===== src/rtl/sub_pkg.sv =====
// Shared types and constants for the subtract-datapath arbiter.
package sub_pkg;

    // Default operand/result width.
    localparam int WIDTH = 16;

    // Sequencer states: grant, invert b, add, hold result.
    typedef enum logic [1:0] {
        IDLE = 2'd0,
        NEG  = 2'd1,
        ADD  = 2'd2,
        DONE = 2'd3
    } state_e;

    // Requester index (two requesters).
    typedef logic req_id_t;

    // Saturation limits for a WIDTH-bit signed result.
    localparam logic [WIDTH-1:0] SAT_MAX = {1'b0, {(WIDTH-1){1'b1}}};
    localparam logic [WIDTH-1:0] SAT_MIN = {1'b1, {(WIDTH-1){1'b0}}};

endpackage


===== src/rtl/sub_arbiter_if.sv =====
// Request/response bundle between the two loop stages and the subtract arbiter.
interface sub_arbiter_if #(
    parameter int WIDTH = sub_pkg::WIDTH
);
    logic [1:0]       req_valid;
    logic [WIDTH-1:0] req_a0;
    logic [WIDTH-1:0] req_a1;
    logic [WIDTH-1:0] req_b0;
    logic [WIDTH-1:0] req_b1;
    logic [1:0]       req_ready;
    logic             rsp_valid;
    logic             rsp_ready;
    logic [WIDTH-1:0] rsp_data;
    logic             rsp_ovf;
    logic             rsp_id;

    // Requesters and result consumer.
    modport master (
        output req_valid, req_a0, req_a1, req_b0, req_b1, rsp_ready,
        input  req_ready, rsp_valid, rsp_data, rsp_ovf, rsp_id
    );

    // The arbiter serving the requests.
    modport slave (
        input  req_valid, req_a0, req_a1, req_b0, req_b1, rsp_ready,
        output req_ready, rsp_valid, rsp_data, rsp_ovf, rsp_id
    );
endinterface


===== src/rtl/ones_cpl.sv =====
// Bitwise one's-complement inverter: first half of the shared subtractor.
module ones_cpl #(
    parameter int WIDTH = 16
) (
    input  logic [WIDTH-1:0] d_i,
    output logic [WIDTH-1:0] q_o
);
    assign q_o = ~d_i;
endmodule


===== src/rtl/sub_arbiter.sv =====
// Two-requester round-robin arbiter sequencing a - b over the shared
// inverter/adder pair; holds the tagged result until the consumer accepts it.
module sub_arbiter
    import sub_pkg::*;
#(
    parameter int WIDTH = sub_pkg::WIDTH,
    parameter bit SAT   = 1'b0
) (
    input  logic          clk,
    input  logic          rst,
    sub_arbiter_if.slave  bus
);
    localparam int MSB = WIDTH - 1;
    localparam logic [WIDTH-1:0] SAT_HI = {1'b0, {(WIDTH-1){1'b1}}};
    localparam logic [WIDTH-1:0] SAT_LO = {1'b1, {(WIDTH-1){1'b0}}};
    localparam logic [WIDTH-1:0] ONE    = {{(WIDTH-1){1'b0}}, 1'b1};

    state_e           state_q, state_d;
    req_id_t          last_grant_q;
    req_id_t          id_q;
    logic [WIDTH-1:0] a_q, b_q, b_n_q;
    logic [WIDTH-1:0] rsp_data_q;
    logic             rsp_ovf_q;
    req_id_t          rsp_id_q;

    logic             grant_valid_s;
    req_id_t          grant_id_s;
    logic [1:0]       req_ready_s;
    logic             load_s;
    logic             rsp_valid_s;
    logic [WIDTH-1:0] b_inv_s;
    logic [WIDTH-1:0] sum_s;
    logic             ovf_s;
    logic [WIDTH-1:0] res_s;

    // Round-robin pick: on contention the requester not served last wins.
    always_comb begin
        grant_valid_s = 1'b0;
        grant_id_s    = 1'b0;
        case (bus.req_valid)
            2'b01: begin
                grant_valid_s = 1'b1;
                grant_id_s    = 1'b0;
            end
            2'b10: begin
                grant_valid_s = 1'b1;
                grant_id_s    = 1'b1;
            end
            2'b11: begin
                grant_valid_s = 1'b1;
                grant_id_s    = ~last_grant_q;
            end
            default: begin
                grant_valid_s = 1'b0;
                grant_id_s    = 1'b0;
            end
        endcase
    end

    // FSM state register.
    always_ff @(posedge clk or posedge rst) begin
        if (rst) begin
            state_q <= IDLE;
        end else begin
            state_q <= state_d;
        end
    end

    // FSM next-state logic.
    always_comb begin
        state_d = state_q;
        case (state_q)
            IDLE: begin
                if (grant_valid_s) begin
                    state_d = NEG;
                end else begin
                    state_d = IDLE;
                end
            end
            NEG:  state_d = ADD;
            ADD:  state_d = DONE;
            DONE: begin
                if (bus.rsp_ready) begin
                    state_d = IDLE;
                end else begin
                    state_d = DONE;
                end
            end
            default: state_d = IDLE;
        endcase
    end

    // FSM outputs: grant strobe only in IDLE, result valid only in DONE.
    always_comb begin
        req_ready_s = 2'b00;
        load_s      = 1'b0;
        rsp_valid_s = (state_q == DONE);
        if ((state_q == IDLE) && grant_valid_s) begin
            load_s      = 1'b1;
            req_ready_s = grant_id_s ? 2'b10 : 2'b01;
        end else begin
            load_s      = 1'b0;
            req_ready_s = 2'b00;
        end
    end

    assign bus.req_ready = req_ready_s;
    assign bus.rsp_valid = rsp_valid_s;
    assign bus.rsp_data  = rsp_data_q;
    assign bus.rsp_ovf   = rsp_ovf_q;
    assign bus.rsp_id    = rsp_id_q;

    ones_cpl #(.WIDTH(WIDTH)) u_ones_cpl (
        .d_i (b_q),
        .q_o (b_inv_s)
    );

    // Two's-complement add with carry-in 1, overflow detect and optional clamp.
    always_comb begin
        sum_s = a_q + b_n_q + ONE;
        ovf_s = (a_q[MSB] != b_q[MSB]) && (sum_s[MSB] != a_q[MSB]);
        if (SAT && ovf_s) begin
            res_s = a_q[MSB] ? SAT_LO : SAT_HI;
        end else begin
            res_s = sum_s;
        end
    end

    // Operand capture on grant; later operand changes are ignored.
    always_ff @(posedge clk or posedge rst) begin
        if (rst) begin
            a_q  <= '0;
            b_q  <= '0;
            id_q <= 1'b0;
        end else if (load_s) begin
            a_q  <= grant_id_s ? bus.req_a1 : bus.req_a0;
            b_q  <= grant_id_s ? bus.req_b1 : bus.req_b0;
            id_q <= grant_id_s;
        end
    end

    // Inverter step: latch ~b during NEG.
    always_ff @(posedge clk or posedge rst) begin
        if (rst) begin
            b_n_q <= '0;
        end else if (state_q == NEG) begin
            b_n_q <= b_inv_s;
        end
    end

    // Result registers loaded at the end of ADD and held through DONE.
    always_ff @(posedge clk or posedge rst) begin
        if (rst) begin
            rsp_data_q <= '0;
            rsp_ovf_q  <= 1'b0;
            rsp_id_q   <= 1'b0;
        end else if (state_q == ADD) begin
            rsp_data_q <= res_s;
            rsp_ovf_q  <= ovf_s;
            rsp_id_q   <= id_q;
        end
    end

    // Round-robin history updates only once the result is accepted.
    always_ff @(posedge clk or posedge rst) begin
        if (rst) begin
            last_grant_q <= 1'b1;
        end else if ((state_q == DONE) && bus.rsp_ready) begin
            last_grant_q <= rsp_id_q;
        end
    end

endmodule


===== src/flat_wrapper.sv =====
// flat-port wrapper written by rule: the top's interface ports become plain ports
module sub_arbiter_flat import sub_pkg::*;
#(
    parameter int WIDTH = sub_pkg::WIDTH,
    parameter bit SAT   = 1'b0
)
  (clk, rst, bus_req_valid, bus_req_a0, bus_req_a1, bus_req_b0, bus_req_b1, bus_rsp_ready, bus_req_ready, bus_rsp_valid, bus_rsp_data, bus_rsp_ovf, bus_rsp_id);
  sub_arbiter_if #(.WIDTH(WIDTH)) bus_i ();
  input  logic clk;
  input  logic rst;
  input wire logic [$bits(bus_i.req_valid)-1:0] bus_req_valid;
  input wire logic [$bits(bus_i.req_a0)-1:0] bus_req_a0;
  input wire logic [$bits(bus_i.req_a1)-1:0] bus_req_a1;
  input wire logic [$bits(bus_i.req_b0)-1:0] bus_req_b0;
  input wire logic [$bits(bus_i.req_b1)-1:0] bus_req_b1;
  input wire logic [$bits(bus_i.rsp_ready)-1:0] bus_rsp_ready;
  output wire logic [$bits(bus_i.req_ready)-1:0] bus_req_ready;
  output wire logic [$bits(bus_i.rsp_valid)-1:0] bus_rsp_valid;
  output wire logic [$bits(bus_i.rsp_data)-1:0] bus_rsp_data;
  output wire logic [$bits(bus_i.rsp_ovf)-1:0] bus_rsp_ovf;
  output wire logic [$bits(bus_i.rsp_id)-1:0] bus_rsp_id;
  assign bus_i.req_valid = bus_req_valid;
  assign bus_i.req_a0 = bus_req_a0;
  assign bus_i.req_a1 = bus_req_a1;
  assign bus_i.req_b0 = bus_req_b0;
  assign bus_i.req_b1 = bus_req_b1;
  assign bus_i.rsp_ready = bus_rsp_ready;
  assign bus_req_ready = bus_i.req_ready;
  assign bus_rsp_valid = bus_i.rsp_valid;
  assign bus_rsp_data = bus_i.rsp_data;
  assign bus_rsp_ovf = bus_i.rsp_ovf;
  assign bus_rsp_id = bus_i.rsp_id;
  sub_arbiter #(.WIDTH(WIDTH), .SAT(SAT)) u_core (.clk(clk), .rst(rst), .bus(bus_i));
endmodule

===== config.mk =====
export PLATFORM = sky130hd
export DESIGN_NAME = sub_arbiter_flat
export DESIGN_NICKNAME = d
export VERILOG_FILES = /design/src/rtl/sub_pkg.sv /design/src/rtl/sub_arbiter_if.sv /design/src/rtl/ones_cpl.sv /design/src/rtl/sub_arbiter.sv /design/src/flat_wrapper.sv
export SDC_FILE = /design/constraint.sdc
export NUM_CORES = 1
export LEC_CHECK = 0
export CORE_UTILIZATION = 25
export DETAILED_ROUTE_END_ITERATION = 8
export PLACE_DENSITY = 0.48
export SKIP_CTS_REPAIR_TIMING = 1
export SYNTH_ARGS = -nofsm -noshare
export SYNTH_HDL_FRONTEND = slang
export SYNTH_SLANG_ARGS = --single-unit

===== constraint.sdc =====
create_clock -name clk -period 2.75 [get_ports clk]
set_input_delay 0.55 -clock clk [delete_from_list [all_inputs] [get_ports clk]]
set_output_delay 0.55 -clock clk [all_outputs]
set_load 0.02 [all_outputs]

* Word-level counts from Yosys, hierarchy flattened
Cells that the tools add are included.
** Word-level totals
- Bits in registers :: 70
- Bits of input ports :: 69
- Output and inout port bits :: 21
- Logic and storage cells :: 36
** Operators by class
- Add/sub/neg operators :: 2
- Equality and inequality tests :: 8
- Mux-type cells :: 10
- Bitwise gates (word level) :: 2
- Reduce and logical (&&, ||, !) cells :: 5
** Operators with widths (count)
- $mux 16 :: 2
- $add 16x1->16 const B :: 1
- $add 16x16->16 :: 1
- $not 16->16 :: 1
- $eq 2x2->1 const B :: 4
- $pmux 2 s4 :: 1
- $mux 2 :: 3
- $eq 2x1->1 const B :: 2
- $logic_and 1x1->1 :: 3
- $mux 1 :: 3
- $reduce_or 3->1 :: 1
- $logic_not 2->1 :: 1
- $ne 1x1->1 :: 2
- $pmux 1 s2 :: 1
- $not 1->1 :: 1

* Longest topological paths before layout
- Word-level depth :: 5
- Depth in mapped cells :: 10
- Depth with buffers taken out :: 10

* Hierarchy
Synthesis repeated with hierarchy kept, for this count alone.
** Second synthesis, totals
- Cell total of the unflattened synthesis :: 328
- Area total of the unflattened synthesis :: 3478.3 µm²
** By module, submodules not included
- sub_arbiter :: instances 1, cells an instance 312, area each 3418.3 µm², seq. area each 1752.9 µm²
- ones_cpl :: instances 1, cells an instance 16, area each 60.1 µm², seq. area each 0.0 µm²

* Worst setup path before layout
No wires, ideal clock.
- Path type :: register to register
- Start point :: register u_core.b_n_q[0]
- End point :: register u_core.rsp_data_q[10] (netlist: u_core.bus.rsp_data[10])
- Setup time :: 0.126 ns
- Arrival :: 2.081 ns
- Data required time :: 2.624 ns
- Slack :: 0.542 ns
- Cell stages (with the launch flop) :: 11
- Path buffers :: 0
- Clock period less this slack :: 2.208 ns
- Cells stage by stage :: dfrtp_1 > inv_1 > ha_1 > inv_1 > fa_1 > a211oi_2 > o21ai_1 > and4_4 > a2111oi_4 > xor2_1 > o21ai_0
** On the way
- Cells in the longest elaborated chain, start to end :: 2
** Ends and longest elaborated chain
- start, declared :: RTL line sub_arbiter.sv:21 : logic [WIDTH-1:0] a_q, b_q, b_n_q;
- start signal, assigned :: RTL line sub_arbiter.sv:147 : b_n_q <= b_inv_s;
- $add 16x16->16 :: RTL line sub_arbiter.sv:120 : sum_s = a_q + b_n_q + ONE;
- $add 16x1->16 :: RTL line sub_arbiter.sv:120
- end signal, assigned :: RTL line sub_arbiter.sv:158 : rsp_data_q <= res_s;
- end, declared :: RTL line sub_arbiter.sv:22 : logic [WIDTH-1:0] rsp_data_q;
Every way passes these cells.
A chain may end at the register's enable or synchronous reset.

* Final worst setup path
- Start point :: input port bus_req_valid[1]
- End point :: output port bus_req_ready[0]
** On the way
- Cells in the longest elaborated chain, start to end :: 5
- Elaborated cells on any way between the ends :: 9
- Those cells by class :: eq/ne: 3; mux: 4; reduce/logical: 2
** Ends and longest elaborated chain
- start, declared :: RTL line flat_wrapper.sv:11 : input wire logic [$bits(bus_i.req_valid)-1:0] bus_req_valid;
- $eq 2x1->1 / $eq 2x2->1 (equally long branches) :: RTL line sub_arbiter.sv:40 : case (bus.req_valid)
- $reduce_or 3->1 (no line)
- $mux 1 :: RTL line sub_arbiter.sv:40
- $logic_and 1x1->1 :: RTL line sub_arbiter.sv:98 : if ((state_q == IDLE) && grant_valid_s) begin
- $mux 2 (*) :: RTL line sub_arbiter.sv:98
- end, declared :: RTL line flat_wrapper.sv:17 : output wire logic [$bits(bus_i.req_ready)-1:0] bus_req_ready;
Mark *: on every way between the ends. The rest lies on a longest branch, timed or not.

==> results.json <==
{
  "rsz0062_at_grt": "false",
  "insertion_delay_ns": 0.33,
  "finalSetupViolations": 0,
  "nFillCells": 1381,
  "crit_chain": "clkdlybuf4s50_1 -> o21ai_2 -> a21oi_2 -> clkdlybuf4s50_1",
  "critPathRequiredTime_ns": 2.20,
  "reg2regPathDepth": 10,
  "p_leak_nw": 2.21,
  "maxSlewViolCount": 0,
  "pre_cts_slack_ns": 0.123,
  "clk_path_buf_depth": 2,
  "max_freq_mhz": 389,
  "ir_drop_uv": 306,
  "nets": 498,
  "worstMarginPinSlew_ns": 1.10,
  "layout_commonest_cell": "clkdlybuf4s50_1",
  "viasPerCell": 4.54,
  "drive_gt1_share_pct": 8.85,
  "grt_pass1_wl_mm": 14.0,
  "syn_nets": 411,
  "antennaDiodeCount": 0,
  "start_util_pct": 25.8,
  "ys_types": 50,
  "critPathLaunchType": "input pin",
  "cts_tree": "built",
  "dieArea_mm2": 0.0143,
  "synth_cells": 326,
  "synthArstFlopShare_pct": 100,
  "synth.cell_area_mm2": 0.00346,
  "cts.sinks": 70,
  "path_clk_slew_ns": 0.06,
  "grt_pass1_vias": 2672,
  "drc": 0,
  "final_cell_mix": "clkdlybuf4s50_1 (89), dfrtp_1 (69), nand2_1 (38), inv_1 (37), a222oi_1 (32)",
  "hold_violations": 0,
  "fp.dieW_um": 120,
  "min_period_ns": 2.57,
  "ant_nets": 0,
  "wire_per_inst_um": 14.4,
  "dr.first_iter.drc_count": 220,
  "drv_cap": 0,
  "setup-tns-final_ns": 0,
  "cp_max_fo": 3,
  "endpoint": "bus_req_ready[0]",
  "synth_edf_count": 0,
  "port_buffers": 89,
  "synth.ff_latch_count": 70,
  "synth-main-ff-cell": "dfrtp_1",
  "dp_cells": 578,
  "fin_util_pct": 36.1,
  "syn_avg_cell_area_um2": 10.6,
  "power_density_mw_per_mm2": 1260,
  "status": "complete, no violations",
  "cp_slowest_stage_delay_ns": 0.65,
  "layout_setup_ws_ns": 0.177,
  "endpoint_kind": "output pin",
  "regArea_mm2": 0.00175,
  "r2r_end": "u_core.bus.rsp_data[10]",
  "seq_area_frac_synth_pct": 50.6,
  "grt_overflow_total": 0,
  "num_io_pins": 90,
  "dr.pass1.iters": 5,
  "coreArea_mm2": 0.0134,
  "r2r-start": "u_core.a_q[0]",
  "place_congestion": 0.770,
  "multi_input_area_mm2": 0.00148,
  "num_rows": 42,
  "num_vias": 2696,
  "fin_crit_sh_pct": 93.6,
  "crit_type": "input pin to output pin",
  "path_common_cell": "clkdlybuf4s50_1",
  "synth_warnings": 0,
  "cts_buffers": 9,
  "crit_path_start": "bus_req_valid[1]",
  "h-tree-depth": 3,
  "relSlewSlack_pct": 26.6,
  "grt_max_degree": 71,
  "drt-total-wl_mm": 8.58,
  "area_delta_synth_final_pct": 39.6,
  "slowest_stage": "clkdlybuf4s50_1",
  "grt_antenna_before_repair": 0,
  "hold_path.class": "flip-flop to flip-flop",
  "grt_usage_pct": 12.7,
  "instances_no_fill": 594,
  "fp.dieH_um": 120,
  "arrival_ns": 2.02,
  "skew_ns": 0.00447,
  "regToRegSetupSlack_ns": 0.37,
  "hpwl_mm": 6.33,
  "cts_root_buf": "clkbuf_16"
}
[report_power, final]
| group | internal (mW) | switching, mW |
|---|---|---|
| sequential | 1.56 | 0.348 |
| combinational | 1.44 | 1.59 |
| clock | 0.723 | 0.432 |
[cell families after synthesis]
group / synth area share, %
compound gates: 22.4
flops: 50.6
simple gates: 9.04
buf+inv: 6.94
fa+ha+maj: 6.00
xor+xnor: 3.43
mux: 1.59
[worst min-delay path by stage]
| stage | startpoint | end | slack, ns | cells past startpoint |
|---|---|---|---|---|
| after floorplan | u_core.b_q[1] | u_core.b_n_q[1] | 0.44 | 1 |
| after global placement | u_core.id_q | u_core.id_q | 0.46 | 1 |
| after detailed placement | u_core.id_q | u_core.id_q | 0.47 | 1 |
| after CTS | u_core.b_q[14] | u_core.b_n_q[14] | 0.47 | 1 |
| after global routing | u_core.b_q[14] | u_core.b_n_q[14] | 0.50 | 1 |
| final | u_core.b_q[14] | u_core.b_n_q[14] | 0.47 | 1 |
[per-layer routing]
metal	vias to the layer above	GRT usage, %	wire length, um
met1	1252	17.5	4250
met4	0	4.69	71
met3	4	2.61	375
li1	1373	-	-
met2	67	19.5	3890
met5	-	0	0
[final cells by class]
| type | count | area share (%) |
|---|---|---|
| clock buffers | 10 | 4.94 |
| clock inverters | 6 | 1.27 |
| inverters | 38 | 2.95 |
| multi-input cells | 200 | 30.5 |
| flip-flops and latches | 70 | 36.3 |
| well taps | 176 | 4.56 |
| repair buffers | 94 | 19.5 |
[critical path, delay by kind of cell]
family,cells,cell delay [ns]
AO/OA/AOI/OAI,2,0.30
buffers and inverters,2,1.17
[flip-flops by register name, indices dropped and copies added, names as in the netlist]
| register | count |
|---|---|
| u_core.a_q | 16 |
| u_core.b_n_q | 16 |
| u_core.b_q | 16 |
| u_core.bus.rsp_data | 16 |
| u_core.bus.rsp_id | 1 |
| u_core.bus.rsp_ovf | 1 |
| u_core.id_q | 1 |
| u_core.last_grant_q | 1 |
| u_core.state_q | 2 |
[cell usage after synthesis, types with 2 or more instances]
| library cell | instances | share of area (%) |
|---|---|---|
| and3_1 | 4 | 0.72 |
| buf_6 | 3 | 0.98 |
| nand2_1 | 38 | 4.1 |
| nor3b_1 | 2 | 0.43 |
| o21ai_1 | 4 | 0.58 |
| o21a_1 | 4 | 0.87 |
| nor3_1 | 4 | 0.58 |
| nor2_1 | 5 | 0.54 |
| dfrtp_1 | 69 | 50 |
| a21o_1 | 3 | 0.65 |
| xnor2_1 | 5 | 1.3 |
| a21oi_1 | 12 | 1.7 |
| nand2b_1 | 3 | 0.54 |
| o21ai_0 | 30 | 4.3 |
| a222oi_1 | 32 | 9.3 |
| o21bai_1 | 2 | 0.43 |
| clkbuf_1 | 11 | 1.2 |
| mux2_2 | 4 | 1.3 |
| inv_1 | 38 | 4.1 |
| xor2_1 | 6 | 1.5 |
| buf_2 | 3 | 0.43 |
| ha_1 | 15 | 5.4 |
| o31ai_1 | 2 | 0.43 |
[through the flow]
| stage | power (mW) | instance area, um^2 | hold slack (ns) |
|---|---|---|---|
| detailed placement | 4.99 | 4530 | 0.466 |
| CTS | 6.19 | 4830 | 0.472 |
| global route | 6.60 | 4830 | 0.495 |
| floorplan | 4.10 | 3460 | 0.439 |
| global placement | 4.94 | 4530 | 0.461 |
| finish | 6.09 | 4830 | 0.469 |
Power figures use the tool's default switching activity.
